==> src/rtl/vr_fifo.sv <==
// vr_fifo: valid/ready FIFO with occupancy level, almost-full/empty flags and synchronous flush.
// Define VR_FIFO_BYPASS_EN to compile in the zero-latency empty-FIFO bypass.
module vr_fifo #(
  parameter int WIDTH    = 8,
  parameter int DEPTH    = 10,
  parameter int AF_LEVEL = DEPTH-2,
  parameter int AE_LEVEL = 1,
  localparam int LVL_W   = $clog2(DEPTH+1)
) (
  input  logic             clk_i,
  input  logic             rstn_i,
  input  logic             clear_i,
  input  logic             up_valid_i,
  input  logic [WIDTH-1:0] up_data_i,
  output logic             up_ready_o,
  output logic             dn_valid_o,
  output logic [WIDTH-1:0] dn_data_o,
  input  logic             dn_ready_i,
  output logic [LVL_W-1:0] level_o,
  output logic             almost_full_o,
  output logic             almost_empty_o
);
  localparam int PW = $clog2(DEPTH);
  localparam logic [PW-1:0] LAST = PW'(DEPTH-1);
  logic [WIDTH-1:0] mem [DEPTH];
  logic [PW-1:0] wr_ptr, rd_ptr;
  logic wr_lap, rd_lap, empty, full, wr, rd, wr_st, rd_st;
  assign empty = (wr_ptr == rd_ptr) && (wr_lap == rd_lap);
  assign full = (wr_ptr == rd_ptr) && (wr_lap != rd_lap);
  assign up_ready_o = ~full & ~clear_i;
  assign wr = up_valid_i & up_ready_o;
  assign rd = dn_valid_o & dn_ready_i;
`ifdef VR_FIFO_BYPASS_EN
  // an empty FIFO forwards the upstream word; it is stored only if downstream stalls
  assign dn_valid_o = (~empty | up_valid_i) & ~clear_i;
  assign dn_data_o = empty ? up_data_i : mem[rd_ptr];
  assign wr_st = wr & ~(empty & dn_ready_i);
  assign rd_st = rd & ~empty;
`else
  assign dn_valid_o = ~empty & ~clear_i;
  assign dn_data_o = mem[rd_ptr];
  assign wr_st = wr;
  assign rd_st = rd;
`endif
  assign almost_full_o = level_o >= LVL_W'(AF_LEVEL);
  assign almost_empty_o = level_o <= LVL_W'(AE_LEVEL);
  always_ff @(posedge clk_i)
    if (wr_st) mem[wr_ptr] <= up_data_i;
  always_ff @(posedge clk_i or negedge rstn_i)
    if (!rstn_i) begin
      wr_ptr <= '0;
      rd_ptr <= '0;
      wr_lap <= 1'b0;
      rd_lap <= 1'b0;
      level_o <= '0;
    end else if (clear_i) begin
      wr_ptr <= '0;
      rd_ptr <= '0;
      wr_lap <= 1'b0;
      rd_lap <= 1'b0;
      level_o <= '0;
    end else begin
      if (wr_st) begin
        wr_ptr <= (wr_ptr == LAST) ? '0 : wr_ptr + 1'b1;
        wr_lap <= wr_lap ^ (wr_ptr == LAST);
      end
      if (rd_st) begin
        rd_ptr <= (rd_ptr == LAST) ? '0 : rd_ptr + 1'b1;
        rd_lap <= rd_lap ^ (rd_ptr == LAST);
      end
      if (wr_st != rd_st) level_o <= wr_st ? level_o + 1'b1 : level_o - 1'b1;
    end
endmodule

==> config.mk <==
export PLATFORM = sky130hd
export DESIGN_NAME = vr_fifo
export DESIGN_NICKNAME = d
export VERILOG_FILES = /design/src/rtl/vr_fifo.sv
export SDC_FILE = /design/constraint.sdc
export NUM_CORES = 1
export LEC_CHECK = 0
export ABC_CLOCK_PERIOD_IN_PS = 6900
export BUFFER_PORTS_ARGS = -buffer_cell sky130_fd_sc_hd__buf_2
export CAP_MARGIN = 20
export CELL_PAD_IN_SITES_DETAIL_PLACEMENT = 0
export CELL_PAD_IN_SITES_GLOBAL_PLACEMENT = 2
export CORE_MARGIN = 2
export CORE_UTILIZATION = 47
export CTS_CLUSTER_DIAMETER = 50
export DETAILED_ROUTE_END_ITERATION = 6
export GPL_TIMING_DRIVEN = 0
export PLACE_DENSITY_LB_ADDON = 0.1
export SYNTH_ARGS = -nofsm -noshare
export SYNTH_HDL_FRONTEND = slang
export SYNTH_SLANG_ARGS = --single-unit
==> constraint.sdc <==
create_clock -name clk_i -period 6.9 [get_ports clk_i]
set_clock_uncertainty 0.05 [all_clocks]
set_input_delay 1.035 -clock clk_i [delete_from_list [all_inputs] [get_ports clk_i]]
set_output_delay 1.035 -clock clk_i [all_outputs]
set_load 0.01 [all_outputs]
# ---- Word level (Yosys, flattened, before mapping)
# Memory sizes are Yosys's and may differ from the RTL's.
# Index checks and enable logic that the tools add are counted.
dict set report word_totals {
  register_bits 14
  mem_bits_rw 80
  inputBits 13
  out_inout_bits 16
  elab_cells 47
  mem_count 1
}
# name depth width read_ports rd_ports_with_merged_regs write_ports line
set mem_list {}
lappend mem_list {mem 10 8 1 0 1 25} ;# logic [WIDTH-1:0] mem [DEPTH];
dict set report op_classes {
  n_addsub 4
  magnitude_cmp 2
  n_eq_ne 6
  n_mux 15
  bitwise_logic 9
  n_reduce_logical 5
}
# operator n
set ops {}
lappend ops {{$mux W4} 9}
lappend ops {{$add A4 B1 Y4 const B} 3}
lappend ops {{$eq A4 B4 Y1 const B} 2}
lappend ops {{$mux W1} 6}
lappend ops {{$reduce_bool A2 Y1} 3}
lappend ops {{$and A1 B1 Y1} 4}
lappend ops {{$eq A4 B4 Y1} 1}
lappend ops {{$ge A4 B4 Y1 const B} 1}
lappend ops {{$le A4 B1 Y1 const B} 1}
lappend ops {{$sub A4 B1 Y4 const B} 1}
lappend ops {{$not A1 Y1} 3}
lappend ops {{$logic_and A1 B1 Y1} 2}
lappend ops {{$ne A1 B1 Y1} 2}
lappend ops {{$xor A1 B1 Y1} 2}
lappend ops {{$eq A1 B1 Y1} 1}

# ---- Logic depth before layout (Yosys ltp)
# Gate-level depths: netlist (run 1).
dict set report logic_depth {
  depth_word 8
  ltp_mapped 8
  ltp_nobuf 6
}

# ---- Worst setup path before layout (run 1)
# No wires, ideal clock.
dict set report synth_path {
  path_kind {reg-to-output}
  from {register rd_ptr[0]}
  to {output port dn_data_o[6]}
  arrival_time_ns 1.651
  required_ns 5.815
  setup_slack_ns 4.164
  stages_incl_launch_ff 7
  n_path_buf 2
  path_cell_list {dfrtp_1 -> buf_4 -> buf_6 -> mux4_2 -> nor2b_1 -> a211oi_1 -> a21oi_1}
}
dict set report synth_between {
  elab_chain_len 1
}
# item line
set synth_rtl {}
lappend synth_rtl {{start: declaration} 26} ;# logic [PW-1:0] wr_ptr, rd_ptr;
lappend synth_rtl {{start signal: assignment} 68} ;# rd_ptr <= (rd_ptr == LAST) ? '0 : rd_ptr + 1'b1;
lappend synth_rtl {{$mem_v2 Z10 W8} n/a}
lappend synth_rtl {{end: declaration} 17} ;# output logic [WIDTH-1:0] dn_data_o,
# No other way between the ends.

# ---- Final worst setup path (run 1)
# Same ends and word-level chain as after synthesis.

==> Flow_metrics.wiki, run 1 <==
{| class="wikitable"
! Metric !! Value
|-
| Result of the run || completed
|-
| Global-route wire length before repair || 13100 um
|-
| Longest Clk Path Bufs || 2
|-
| Hold Crit Class || input port to asynchronous set/reset pin
|-
| Routed wire length || 8300 um
|-
| Clk Latency, worst-skew pair || 0.35 ns
|-
| Final weighted congestion in routability-driven placement || 0.779
|-
| Total core area || 8640 um^2
|-
| Nature of the critical path endpoint || primary output
|-
| Crit path largest cell delay || 0.51 ns
|-
| Final critical path time including I/O delays and setup || 3.48 ns
|-
| Pins Over Slew Limit || 0
|-
| Clock Power Share || 29.5%
|-
| Basic-gate share of the synthesized area counting and, or, nand and nor cells || 7.23%
|-
| Sw Pwr || 0.326 mW
|-
| Register share of total power || 53.7%
|-
| Power density over the cells || 256 nW/um^2
|-
| Internal Power || 0.854 mW
|-
| Least-Margin Pin Slew || 0.909 ns
|-
| CTS tree || built
|-
| Worst setup path class || flip-flop to primary output
|-
| Layout Area Growth over Synthesis || 11.5%
|-
| Yosys reg bits || 94
|-
| IO Pins || 29
|-
| Post-route DRC || 0
|-
| Critical Path, Cell by Cell || buf_4, buf_6, mux4_2, nor2b_1, a211oi_1, a21oi_1, buf_2
|-
| Die span in y || 97.8 um
|-
| Data arrival time of the critical path || 2.39 ns
|-
| Post-synth EDFFs || 80
|-
| Worst-path cell with the longest stage delay || sky130_fd_sc_hd__mux4_2
|-
| Synth Area in Compound Gates || 8.14%
|-
| Most frequent standard cell in the layout excluding fill and tap cells || sky130_fd_sc_hd__edfxtp_1
|-
| Seq/Total Area, Yosys || 66.6%
|-
| Share of cell area taken by muxes after synthesis || 10.9%
|-
| Number of buffers added for setup after CTS || 0
|-
| Switching fraction of total power || 27.6%
|-
| Via-to-Cell Ratio || 5.48
|-
| Clock root cell || sky130_fd_sc_hd__clkbuf_8
|-
| Setup repair after global routing missed its margin || no
|-
| Setup TNS || 0 ns
|-
| Worst path required time || 5.81 ns
|-
| Routed len/inst || 20.1 um
|-
| Hold-fix buffers, CTS || 0
|-
| Clock transition at the registers of the reported paths || 0.09 ns
|-
| Period Utilization, post-route || 50.4%
|-
| Top cell family by delay on the critical path || buffers and inverters
|-
| Number of cell rows || 34
|-
| Type of element launching the critical path || flip-flop
|-
| Initial antenna violation count || 0
|-
| Commonest cells after routing, fill and taps aside || sky130_fd_sc_hd__edfxtp_1 (80), sky130_fd_sc_hd__buf_2 (32), sky130_fd_sc_hd__mux4_2 (16), sky130_fd_sc_hd__a21oi_1 (16), sky130_fd_sc_hd__nor2_1 (16)
|-
| Worst-case hold slack || 0.525 ns
|-
| Average footprint of a synthesized cell || 15.8 um^2
|-
| Width of the die || 97.8 um
|-
| Number of resized instances in the post-cts repair step || 0
|-
| Total number of vias || 2269
|-
| Arithmetic-cell share of the synthesized area counting full adders, half adders and majority gates || 1.51%
|-
| Global-route usage over all layers || 18.8%
|-
| Number of warnings printed during yosys synthesis || 0
|-
| Nets || 319
|-
| Post-detail-place hpwl || 5800 um
|-
| Worst VDD drop || 0.129 mV
|-
| Post-synthesis async set-or-reset flop share || 14.9%
|-
| Layout cells sized above 1 || 27.5%
|-
| Cell area after synthesis || 4130 um^2
|-
| Die Outline Area || 9560 um^2
|-
| Effective utilization at floorplan || 47.9%
|-
| Power share of the combinational group || 16.8%
|-
| Crit path max fanout || 10
|-
| Largest family of logic cells by synthesized area || multiplexers
|-
| Maximum number of pins on one net before global-route repair || 19
|-
| Post-route total power || 1.18 mW
|-
| Maximum clock frequency || 288 MHz
|-
| Synth Net Count || 280
|-
| # Max-Cap Violations || 0
|-
| Hold Vio Cnt, Final || 0
|-
| Iteration count of the initial detailed-routing pass || 4
|-
| Clk sinks || 94
|-
| Worst slew margin relative to its limit || 39.1%
|-
| Number of distinct library cells after synthesis || 46
|-
| Vias in the first global route || 2260
|-
| Number of buffer cells added on primary ports || 27
|-
| Antenna cells || 0
|-
| Dominant synthesized flop cell || sky130_fd_sc_hd__edfxtp_1
|-
| Count of antenna-violating nets left after detailed routing || 0
|-
| Cell count after synthesis || 262
|-
| Number of buffers created by CTS || 9
|-
| H-Tree Depth || 3
|-
| Parity-gate share of the synthesized area counting xor and xnor cells || 3.12%
|-
| Pleak || 1.55 nW
|-
| CP bufs+invs || 3
|-
| Number of failing setup endpoints in the final timing report || 0
|-
| Grt ovf || 0
|-
| Number of DRC violations after detailed-routing iteration 0 || 131
|}
-- metal layers --
layer  wire [um]  global-route usage, %  vias up
li1            -                      -     1088
met1        4140                   29.2     1124
met2        3730                   27.4       50
met3         352                   3.08        7
met4          78                   5.98        0
met5           0                      0        -
-- sequential cells by signal, indices dropped and copies added, names as in the netlist --
name     cells
level_o      4
mem         80
rd_lap       1
rd_ptr       4
wr_lap       1
wr_ptr       4
-- final timing paths --
check                      startpoint            to  slack (ns)  cells past startpoint
min                            rstn_i     wr_ptr[1]        0.52                      1
max                         rd_ptr[0]  dn_data_o[6]        3.42                      7
max reg2reg                 rd_ptr[0]     mem[3][2]        4.32                      6
min reg2reg                    wr_lap        wr_lap        0.57                      1
min in group clk_i             wr_lap        wr_lap        0.57                      1
max in group asynchronous      rstn_i     rd_ptr[1]        6.02                      1
-- worst register-to-register path, cell delays in order, from the launching register on --
cell and delay, ns:
sky130_fd_sc_hd__dfrtp_1 0.41, sky130_fd_sc_hd__buf_4 0.21, sky130_fd_sc_hd__xnor2_1 0.17, sky130_fd_sc_hd__nand4_2 0.19, sky130_fd_sc_hd__o211ai_4 0.15, sky130_fd_sc_hd__or3_1 0.40, sky130_fd_sc_hd__nor2_1 0.64
-- Yosys cell counts, types with 2 or more instances --
| cell | n | area (um^2) |
|---|---|---|
| sky130_fd_sc_hd__o21ai_2 | 2 | 17.5 |
| sky130_fd_sc_hd__nor3_1 | 4 | 20.0 |
| sky130_fd_sc_hd__a211oi_1 | 9 | 67.6 |
| sky130_fd_sc_hd__o31ai_1 | 3 | 22.5 |
| sky130_fd_sc_hd__nand2b_1 | 2 | 12.5 |
| sky130_fd_sc_hd__o21ai_1 | 3 | 15.0 |
| sky130_fd_sc_hd__dfrtp_1 | 14 | 350 |
| sky130_fd_sc_hd__buf_2 | 5 | 25.0 |
| sky130_fd_sc_hd__mux2i_1 | 9 | 90.1 |
| sky130_fd_sc_hd__inv_1 | 9 | 33.8 |
| sky130_fd_sc_hd__ha_1 | 5 | 62.6 |
| sky130_fd_sc_hd__nor3_2 | 3 | 30.0 |
| sky130_fd_sc_hd__nand2_1 | 9 | 33.8 |
| sky130_fd_sc_hd__a21oi_1 | 16 | 80.1 |
| sky130_fd_sc_hd__mux4_2 | 16 | 360 |
| sky130_fd_sc_hd__nor2b_1 | 8 | 50.1 |
| sky130_fd_sc_hd__nand3_1 | 6 | 30.0 |
| sky130_fd_sc_hd__nor2_1 | 16 | 60.1 |
| sky130_fd_sc_hd__edfxtp_1 | 80 | 2400 |
| sky130_fd_sc_hd__a21boi_2 | 2 | 22.5 |
| sky130_fd_sc_hd__clkbuf_1 | 7 | 26.3 |
| sky130_fd_sc_hd__xnor2_1 | 10 | 87.6 |
-- per-stage QoR --
step                util, %  setup WS, ns  instances  area, um^2
floorplan                 -          4.16        262        4130
CTS                    53.4          3.41        414        4610
finish                 53.4          3.42        414        4610
detailed placement     51.2          3.75        398        4420
global placement       51.0          3.28        397        4400
global route           53.4          3.28        414        4610
-- cell families after synthesis --
family	Yosys count
fa+ha+maj	5
xor+xnor	13
buf+inv	23
compound gates	46
flops	94
mux	25
simple gates	56
-- power by group through the flow --
stage	sequential [mW]	clock (mW)	combinational, mW
floorplan	0.647	0	0.139
global placement	0.647	0	0.200
detailed placement	0.647	0	0.202
CTS	0.634	0.357	0.202
global route	0.636	0.383	0.220
finish	0.634	0.348	0.198
-- layout make-up --
class                      instances  area [um^2]
clock buffer                       9          124
buffer                            14         70.1
fill                             725         4030
inverter                           9         33.8
sequential                        94         2750
multi-input combinational        145         1290
tap                              108          135
timing repair buffer              28          143
clock inverter                     7         62.6
No activity file was read; power rests on OpenSTA's default activity.
==> run 2: changes to the inputs <==
--- a/config.mk
+++ b/config.mk
@@ -5,13 +5,13 @@
 export SDC_FILE = /design/constraint.sdc
 export NUM_CORES = 1
 export LEC_CHECK = 0
-export ABC_CLOCK_PERIOD_IN_PS = 6900
+export ABC_CLOCK_PERIOD_IN_PS = 3390
 export BUFFER_PORTS_ARGS = -buffer_cell sky130_fd_sc_hd__buf_2
 export CAP_MARGIN = 20
 export CELL_PAD_IN_SITES_DETAIL_PLACEMENT = 0
 export CELL_PAD_IN_SITES_GLOBAL_PLACEMENT = 2
 export CORE_MARGIN = 2
-export CORE_UTILIZATION = 47
+export CORE_UTILIZATION = 44
 export CTS_CLUSTER_DIAMETER = 50
 export DETAILED_ROUTE_END_ITERATION = 6
 export GPL_TIMING_DRIVEN = 0
==> constraint.sdc (replaced) <==
create_clock -name clk_i -period 3.39 [get_ports clk_i]
set_clock_uncertainty 0.05 [all_clocks]
set_input_delay 0.5085 -clock clk_i [delete_from_list [all_inputs] [get_ports clk_i]]
set_output_delay 0.5085 -clock clk_i [all_outputs]
set_load 0.01 [all_outputs]
==> run 2 against run 1 <==
Effect of this change:
- setup slack worse by 3.0 ns
- combinational power up 100%
- via count is 0.31% lower
- flip-flop and latch count is the same
- sequential power up 100%
- power grew 110%
- count of clock-buffer cells in the layout is the same
==> Flow_metrics.wiki, run 2 (synthesis gave the netlist of run 1 again) <==
{| class="wikitable"
! Metric !! Value
|-
| Clk sinks || 94 (unchanged)
|-
| Die Outline Area || 10200 um^2 (+6.5%)
|-
| Hold endpoint || level_o[2]
|-
| Effective utilization at floorplan || 45.0% (-2.9 points)
|-
| Antenna cells || 0 (unchanged)
|-
| Setup TNS || 0 ns (unchanged)
|-
| Worst VDD drop || 0.325 mV (+150%)
|-
| Nets || 321 (+0.63%)
|-
| Width of the die || 101 um (+3.2%)
|-
| Routed length on met2 || 3590 um (-3.6%)
|-
| Die span in y || 101 um (+3.2%)
|-
| Biggest register || mem
|-
| Hold Crit Class || input port to flip-flop
|-
| Number of buffers created by CTS || 9 (unchanged)
|-
| Critical register-to-register path endpoint || mem[4][1]
|-
| CTS tree || built
|-
| Number of cells in the design after placement || 402 (+1.0%)
|-
| Layout cells sized above 1 || 27.3% (-0.18 points)
|-
| Number of DRC violations after detailed-routing iteration 0 || 110 (-16%)
|-
| Hold Vio Cnt, Final || 0 (unchanged)
|-
| Period Utilization, post-route || 87.2%
|-
| Post-detail-place hpwl || 5690 um (-1.9%)
|-
| Maximum number of pins on one net before global-route repair || 17 (-2)
|-
| Number of cell rows || 35 (+2.9%)
|-
| Final Non-Filler Cells || 419 (+1.2%)
|-
| Global-route wire length before repair || 12800 um (-2.0%)
|-
| # Max-Cap Violations || 0 (unchanged)
|-
| Worst hold path startpoint || clear_i
|-
| Total number of vias || 2262 (-0.31%)
|-
| Vias in the first global route || 2215 (-2.0%)
|-
| IO Pins || 29 (unchanged)
|-
| Commonest cells after routing, fill and taps aside || sky130_fd_sc_hd__edfxtp_1 (80), sky130_fd_sc_hd__buf_2 (32), sky130_fd_sc_hd__mux4_2 (16), sky130_fd_sc_hd__a21oi_1 (16), sky130_fd_sc_hd__nor2_1 (16)
|-
| Total core area || 9200 um^2 (+6.5%)
|-
| Post-route DRC || 0 (unchanged)
|-
| Number of buffer cells added on primary ports || 27 (unchanged)
|-
| Worst slew margin relative to its limit || 39.7% (+0.60 points)
|-
| Number of failing setup endpoints in the final timing report || 0 (unchanged)
|-
| Routed wire length || 8260 um (-0.48%)
|-
| Post-route total power || 2.43 mW (+110%)
|-
| Top sig layer || met4
|-
| Data arrival time of the critical path || 2.40 ns (about the same)
|-
| WL met1 || 4310 um (+4.0%)
|-
| Final critical path time including I/O delays and setup || 2.96 ns
|-
| Clk Latency, worst-skew pair || 0.35 ns (about the same)
|-
| Maximum clock frequency || 338 MHz
|-
| Clock transition at the registers of the reported paths || 0.09 ns (about the same)
|-
| Initial antenna violation count || 0 (unchanged)
|-
| Nature of the critical path endpoint || primary output
|-
| Grt ovf || 0 (unchanged)
|-
| Final weighted congestion in routability-driven placement || 0.780 (+0.13%)
|-
| Routed len/inst || 19.7 um (-1.7%)
|-
| Worst setup path class || flip-flop to primary output
|-
| H-Tree Depth || 3 (unchanged)
|-
| Pins Over Slew Limit || 0 (unchanged)
|-
| Setup repair after global routing missed its margin || no
|-
| Crit path max fanout || 10 (unchanged)
|-
| Worst slack, placed || 0.688 ns (-3.06 ns)
|-
| Iteration count of the initial detailed-routing pass || 4 (unchanged)
|-
| Via-to-Cell Ratio || 5.40 (-1.5%)
|-
| Count of antenna-violating nets left after detailed routing || 0 (unchanged)
|-
| Result of the run || completed
|-
| Type of element launching the critical path || flip-flop
|-
| Clock root cell || sky130_fd_sc_hd__clkbuf_8
|-
| Largest register FFs || 80 (unchanged)
|-
| Worst reg2reg setup slack || 0.71 ns (-3.61 ns)
|-
| Met3 wire length || 299 um (-15%)
|-
| Power density over the cells || 525 nW/um^2 (+110%)
|-
| Longest Clk Path Bufs || 2 (unchanged)
|-
| Most frequent standard cell in the layout excluding fill and tap cells || sky130_fd_sc_hd__edfxtp_1
|-
| Number of buffers added for setup after CTS || 0 (unchanged)
|-
| Worst path required time || 2.83 ns (-2.98 ns)
|-
| Least-Margin Pin Slew || 0.900 ns (-0.00892 ns)
|-
| Pleak || 1.56 nW (+0.73%)
|-
| Worst hold path depth || 2
|-
| Critical R2R Launch || rd_ptr[0]
|-
| Layout Area Growth over Synthesis || 12.1%
|-
| Smallest setup slack after layout || 0.432 ns (-2.99 ns)
|-
| Length in cells of the worst reg-to-reg path || 7 (+1)
|-
| Global-route usage over all layers || 17.5% (-1.2 points)
|-
| Number of resized instances in the post-cts repair step || 0 (unchanged)
|}
-- run 2: worst max-delay path by stage --
stage	cells past startpoint	endpoint	startpoint
3_3_place_gp	5	mem[8][4]	rd_ptr[0]
3_5_place_dp	7	mem[4][4]	rd_ptr[0]
4_1_cts	7	dn_data_o[6]	rd_ptr[0]
5_1_grt	7	dn_data_o[6]	rd_ptr[0]
6_report	7	dn_data_o[6]	rd_ptr[0]
2_1_floorplan	5	mem[8][0]	rd_ptr[0]
-- run 2: power breakdown --
group          internal [mW]  switching [mW]  leakage (nW)
Clock                  0.344           0.395         0.104
Sequential              1.27          0.0179         0.913
Combinational          0.180           0.223         0.541
Total                   1.80           0.636          1.56
-- run 2: final cells by class --
class | instances | area (um^2)
Tap cell | 111 | 139
Clock buffer | 9 | 124
Sequential cell | 94 | 2750
Buffer | 14 | 70.1
Multi-Input combinational cell | 145 | 1280
Clock inverter | 7 | 71.3
Fill cell | 800 | 4560
Timing Repair Buffer | 30 | 160
Inverter | 9 | 33.8
-- run 2: through the flow --
step	instance area (um^2)	util (%)	hold WS [ns]
6_report	4630	50.4	0.328
5_1_grt	4630	50.4	0.314
4_1_cts	4630	50.4	0.303
3_5_place_dp	4430	48.2	0.394
3_3_place_gp	4410	47.9	0.389
2_1_floorplan	4130	-	0.163
-- run 2: metal layers --
layer	track usage (%)	up-vias
met5	0	-
met4	3.74	0
met3	4.79	5
met2	24.6	42
met1	27.4	1122
li1	-	1093
-- run 2: repair_timing --
action | CTS | global route
setup endpoints to repair | 0 | 0
endpoints found under the hold margin | 14 | 0
hold buffers | 1 | 0
-- run 2: critical path, cell delays in order (launching register included) --
cell,delay (ns)
sky130_fd_sc_hd__dfrtp_1,0.41
sky130_fd_sc_hd__buf_4,0.26
sky130_fd_sc_hd__buf_6,0.22
sky130_fd_sc_hd__mux4_2,0.51
sky130_fd_sc_hd__nor2b_1,0.17
sky130_fd_sc_hd__a211oi_1,0.27
sky130_fd_sc_hd__a21oi_1,0.06
sky130_fd_sc_hd__buf_2,0.16
==> run 3: changes to the inputs <==
--- a/config.mk
+++ b/config.mk
@@ -6,7 +6,7 @@
 export NUM_CORES = 1
 export LEC_CHECK = 0
 export ABC_CLOCK_PERIOD_IN_PS = 3390
-export BUFFER_PORTS_ARGS = -buffer_cell sky130_fd_sc_hd__buf_2
+export BUFFER_PORTS_ARGS = -buffer_cell sky130_fd_sc_hd__buf_4
 export CAP_MARGIN = 20
 export CELL_PAD_IN_SITES_DETAIL_PLACEMENT = 0
 export CELL_PAD_IN_SITES_GLOBAL_PLACEMENT = 2
==> run 3 against run 2 <==
Effect of this change:
- cell count unchanged
- critical endpoint unchanged
- power increased by 0.72%
- maximum frequency decreased by 1.8%
- largest cell class unchanged
- non-clock buffer count unchanged
- sequential share of layout area decreased by 0.93 points
- register-to-register slack got worse by 0.11 ns
==> Flow_metrics.wiki, run 3 (synthesis gave the netlist of run 1 again) <==
{| class="wikitable"
! Metric !! Value
|-
| Total core area || 9200 um^2 (unchanged)
|-
| Post-route total power || 2.45 mW (+0.72%)
|-
| Number of resized instances in the post-cts repair step || 0 (unchanged)
|-
| Final weighted congestion in routability-driven placement || 0.763 (-2.2%)
|-
| Clock transition at the registers of the reported paths || 0.11 ns (+0.02 ns)
|-
| Register share of total power || 52.7% (-0.4 points)
|-
| Length in cells of the worst reg-to-reg path || 7 (unchanged)
|-
| Commonest cells after routing, fill and taps aside || sky130_fd_sc_hd__edfxtp_1 (80), sky130_fd_sc_hd__buf_4 (30), sky130_fd_sc_hd__mux4_2 (16), sky130_fd_sc_hd__a21oi_1 (16), sky130_fd_sc_hd__nor2_1 (16)
|-
| Number of cells on the critical path || 7 (unchanged)
|-
| Via-to-Cell Ratio || 5.47 (+1.2%)
|-
| Nets || 321 (unchanged)
|-
| Vias in the first global route || 2180 (-1.6%)
|-
| Data arrival time of the critical path || 2.45 ns (+0.05 ns)
|-
| Power density over the cells || 521 nW/um^2 (-0.86%)
|-
| Clock root cell || sky130_fd_sc_hd__clkbuf_8
|-
| Hold Vio Cnt, Final || 0 (unchanged)
|-
| Effective utilization at floorplan || 45.0% (unchanged)
|-
| Period Utilization, post-route || 88.8% (+1.6 points)
|-
| Critical Path, Cell by Cell || buf_4, buf_6, mux4_2, nor2b_1, a211oi_1, a21oi_1, buf_4
|-
| Maximum clock frequency || 332 MHz (-1.8%)
|-
| Top cell family by delay on the critical path || buffers and inverters
|-
| Routed wire length || 8270 um (+0.16%)
|-
| Sw Pwr || 0.685 mW (+7.7%)
|-
| Largest register FFs || 80 (unchanged)
|-
| Number of buffers created by CTS || 9 (unchanged)
|-
| Clk sinks || 94 (unchanged)
|-
| Met1 GRT Util || 27.8% (+0.42 points)
|-
| Most frequent standard cell in the layout excluding fill and tap cells || sky130_fd_sc_hd__edfxtp_1
|-
| Routed len/inst || 19.7 um (+0.16%)
|-
| Post-placement cell area || 4500 um^2 (+1.5%)
|-
| Width of the die || 101 um (unchanged)
|-
| Setup TNS || 0 ns (unchanged)
|-
| Worst-case hold slack || 0.290 ns (-0.0377 ns)
|-
| Initial antenna violation count || 0 (unchanged)
|-
| Crit path max fanout || 10 (unchanged)
|-
| Maximum number of pins on one net before global-route repair || 20 (+3)
|-
| Pleak || 1.57 nW (+0.88%)
|-
| Clock Power Share || 29.9% (-0.5 points)
|-
| Hold Crit Class || input port to flip-flop
|-
| Number of DRC violations after detailed-routing iteration 0 || 105 (-4.5%)
|-
| Layout Area Growth over Synthesis || 13.9%
|-
| Worst slew margin relative to its limit || 41.3% (+1.7 points)
|-
| H-Tree Depth || 3 (unchanged)
|-
| Pins Over Slew Limit || 0 (unchanged)
|-
| Number of cell rows || 35 (unchanged)
|-
| Nature of the critical path endpoint || primary output
|-
| Grt ovf || 0 (unchanged)
|-
| CP bufs+invs || 3 (unchanged)
|-
| Worst-path cell with the longest stage delay || sky130_fd_sc_hd__mux4_2
|-
| Antenna cells || 0 (unchanged)
|-
| GRT met2 Usage || 24.5% (-0.10 points)
|-
| # Max-Cap Violations || 0 (unchanged)
|-
| Global-route wire length before repair || 12800 um (-0.38%)
|-
| Power share of the combinational group || 17.4% (+0.9 points)
|-
| Worst setup path class || flip-flop to primary output
|-
| Number of buffer cells added on primary ports || 27 (unchanged)
|-
| Worst VDD drop || 0.346 mV (+6.4%)
|-
| Post-detail-place hpwl || 5680 um (-0.16%)
|-
| Post-Layout Inst Area || 4710 um^2 (+1.6%)
|-
| Count of antenna-violating nets left after detailed routing || 0 (unchanged)
|-
| Switching fraction of total power || 28.0% (+1.8 points)
|-
| Final critical path time including I/O delays and setup || 3.01 ns (+0.0529 ns)
|-
| Post-route DRC || 0 (unchanged)
|-
| Biggest register || mem
|-
| Layout cells sized above 1 || 27.3% (unchanged)
|-
| Setup repair after global routing missed its margin || no
|-
| Total number of vias || 2290 (+1.2%)
|-
| Hold-fix buffers, CTS || 1 (unchanged)
|-
| Clk Latency, worst-skew pair || 0.36 ns (about the same)
|-
| Worst hold path depth || 2 (unchanged)
|-
| Longest Clk Path Bufs || 2 (unchanged)
|-
| Number of buffers added for setup after CTS || 0 (unchanged)
|-
| Worst path required time || 2.83 ns (about the same)
|-
| Crit path largest cell delay || 0.51 ns (about the same)
|-
| Result of the run || completed
|-
| Die span in y || 101 um (unchanged)
|-
| Type of element launching the critical path || flip-flop
|-
| IO Pins || 29 (unchanged)
|-
| CTS tree || built
|-
| Global routing usage on met3 || 2.84% (-1.9 points)
|-
| Internal Power || 1.77 mW (-1.8%)
|-
| Die Outline Area || 10200 um^2 (unchanged)
|-
| Final core area utilization || 51.2% (+0.80 points)
|-
| Iteration count of the initial detailed-routing pass || 4 (unchanged)
|-
| Number of failing setup endpoints in the final timing report || 0 (unchanged)
|-
| Least-Margin Pin Slew || 0.875 ns (-0.0248 ns)
|-
| Cell mode on critical path || sky130_fd_sc_hd__buf_4
|-
| Global-route usage over all layers || 17.4% (-0.15 points)
|-
| Global route hottest layer || met1
|}
run 3: cell types whose count changed in the layout (fill, tap and decap cells not counted), sizes merged:
cell	before	now
bufinv	1	0
clkinv	4	3
clkinvlp	0	1
inv	11	12
run 3: final timing paths:
path                           start           end  slack [ns]
max in group asynchronous     rstn_i     rd_ptr[2]        2.62
setup / recovery           rd_ptr[0]  dn_data_o[6]        0.38
hold reg to reg               wr_lap        wr_lap        0.59
setup reg to reg           rd_ptr[0]     mem[4][0]        0.60
hold / removal               clear_i    level_o[2]        0.29
min in group asynchronous     rstn_i    level_o[3]        0.47
run 3: cell type report:
class / instances / area (um^2)
Timing Repair Buffer: 30 / 228
Fill cell: 776 / 4490
Buffer: 14 / 70.1
Inverter: 9 / 33.8
Multi-Input combinational cell: 145 / 1280
Tap cell: 111 / 139
Clock buffer: 9 / 124
Clock inverter: 7 / 77.6
Sequential cell: 94 / 2750
run 3: routing by layer:
layer  part of all wire, %  vias up
met2                    43       38
li1                      -     1089
met1                    53     1154
met3                   2.7        9
met4                   1.3        0
met5                     0        -
run 3: power groups by stage:
| stage | sequential [mW] | combinational [mW] | clock (mW) |
|---|---|---|---|
| final | 1.29 | 0.426 | 0.732 |
| after global routing | 1.30 | 0.467 | 0.797 |
| after CTS | 1.29 | 0.433 | 0.749 |
| after detailed placement | 1.32 | 0.431 | 0 |
| after global placement | 1.32 | 0.429 | 0 |
| after floorplan | 1.32 | 0.284 | 0 |
run 3: through the flow:
step	setup slack, ns	instances
2_1_floorplan	1.05	262
3_3_place_gp	0.197	400
3_5_place_dp	0.616	402
4_1_cts	0.334	419
5_1_grt	0.220	419
6_report	0.379	419
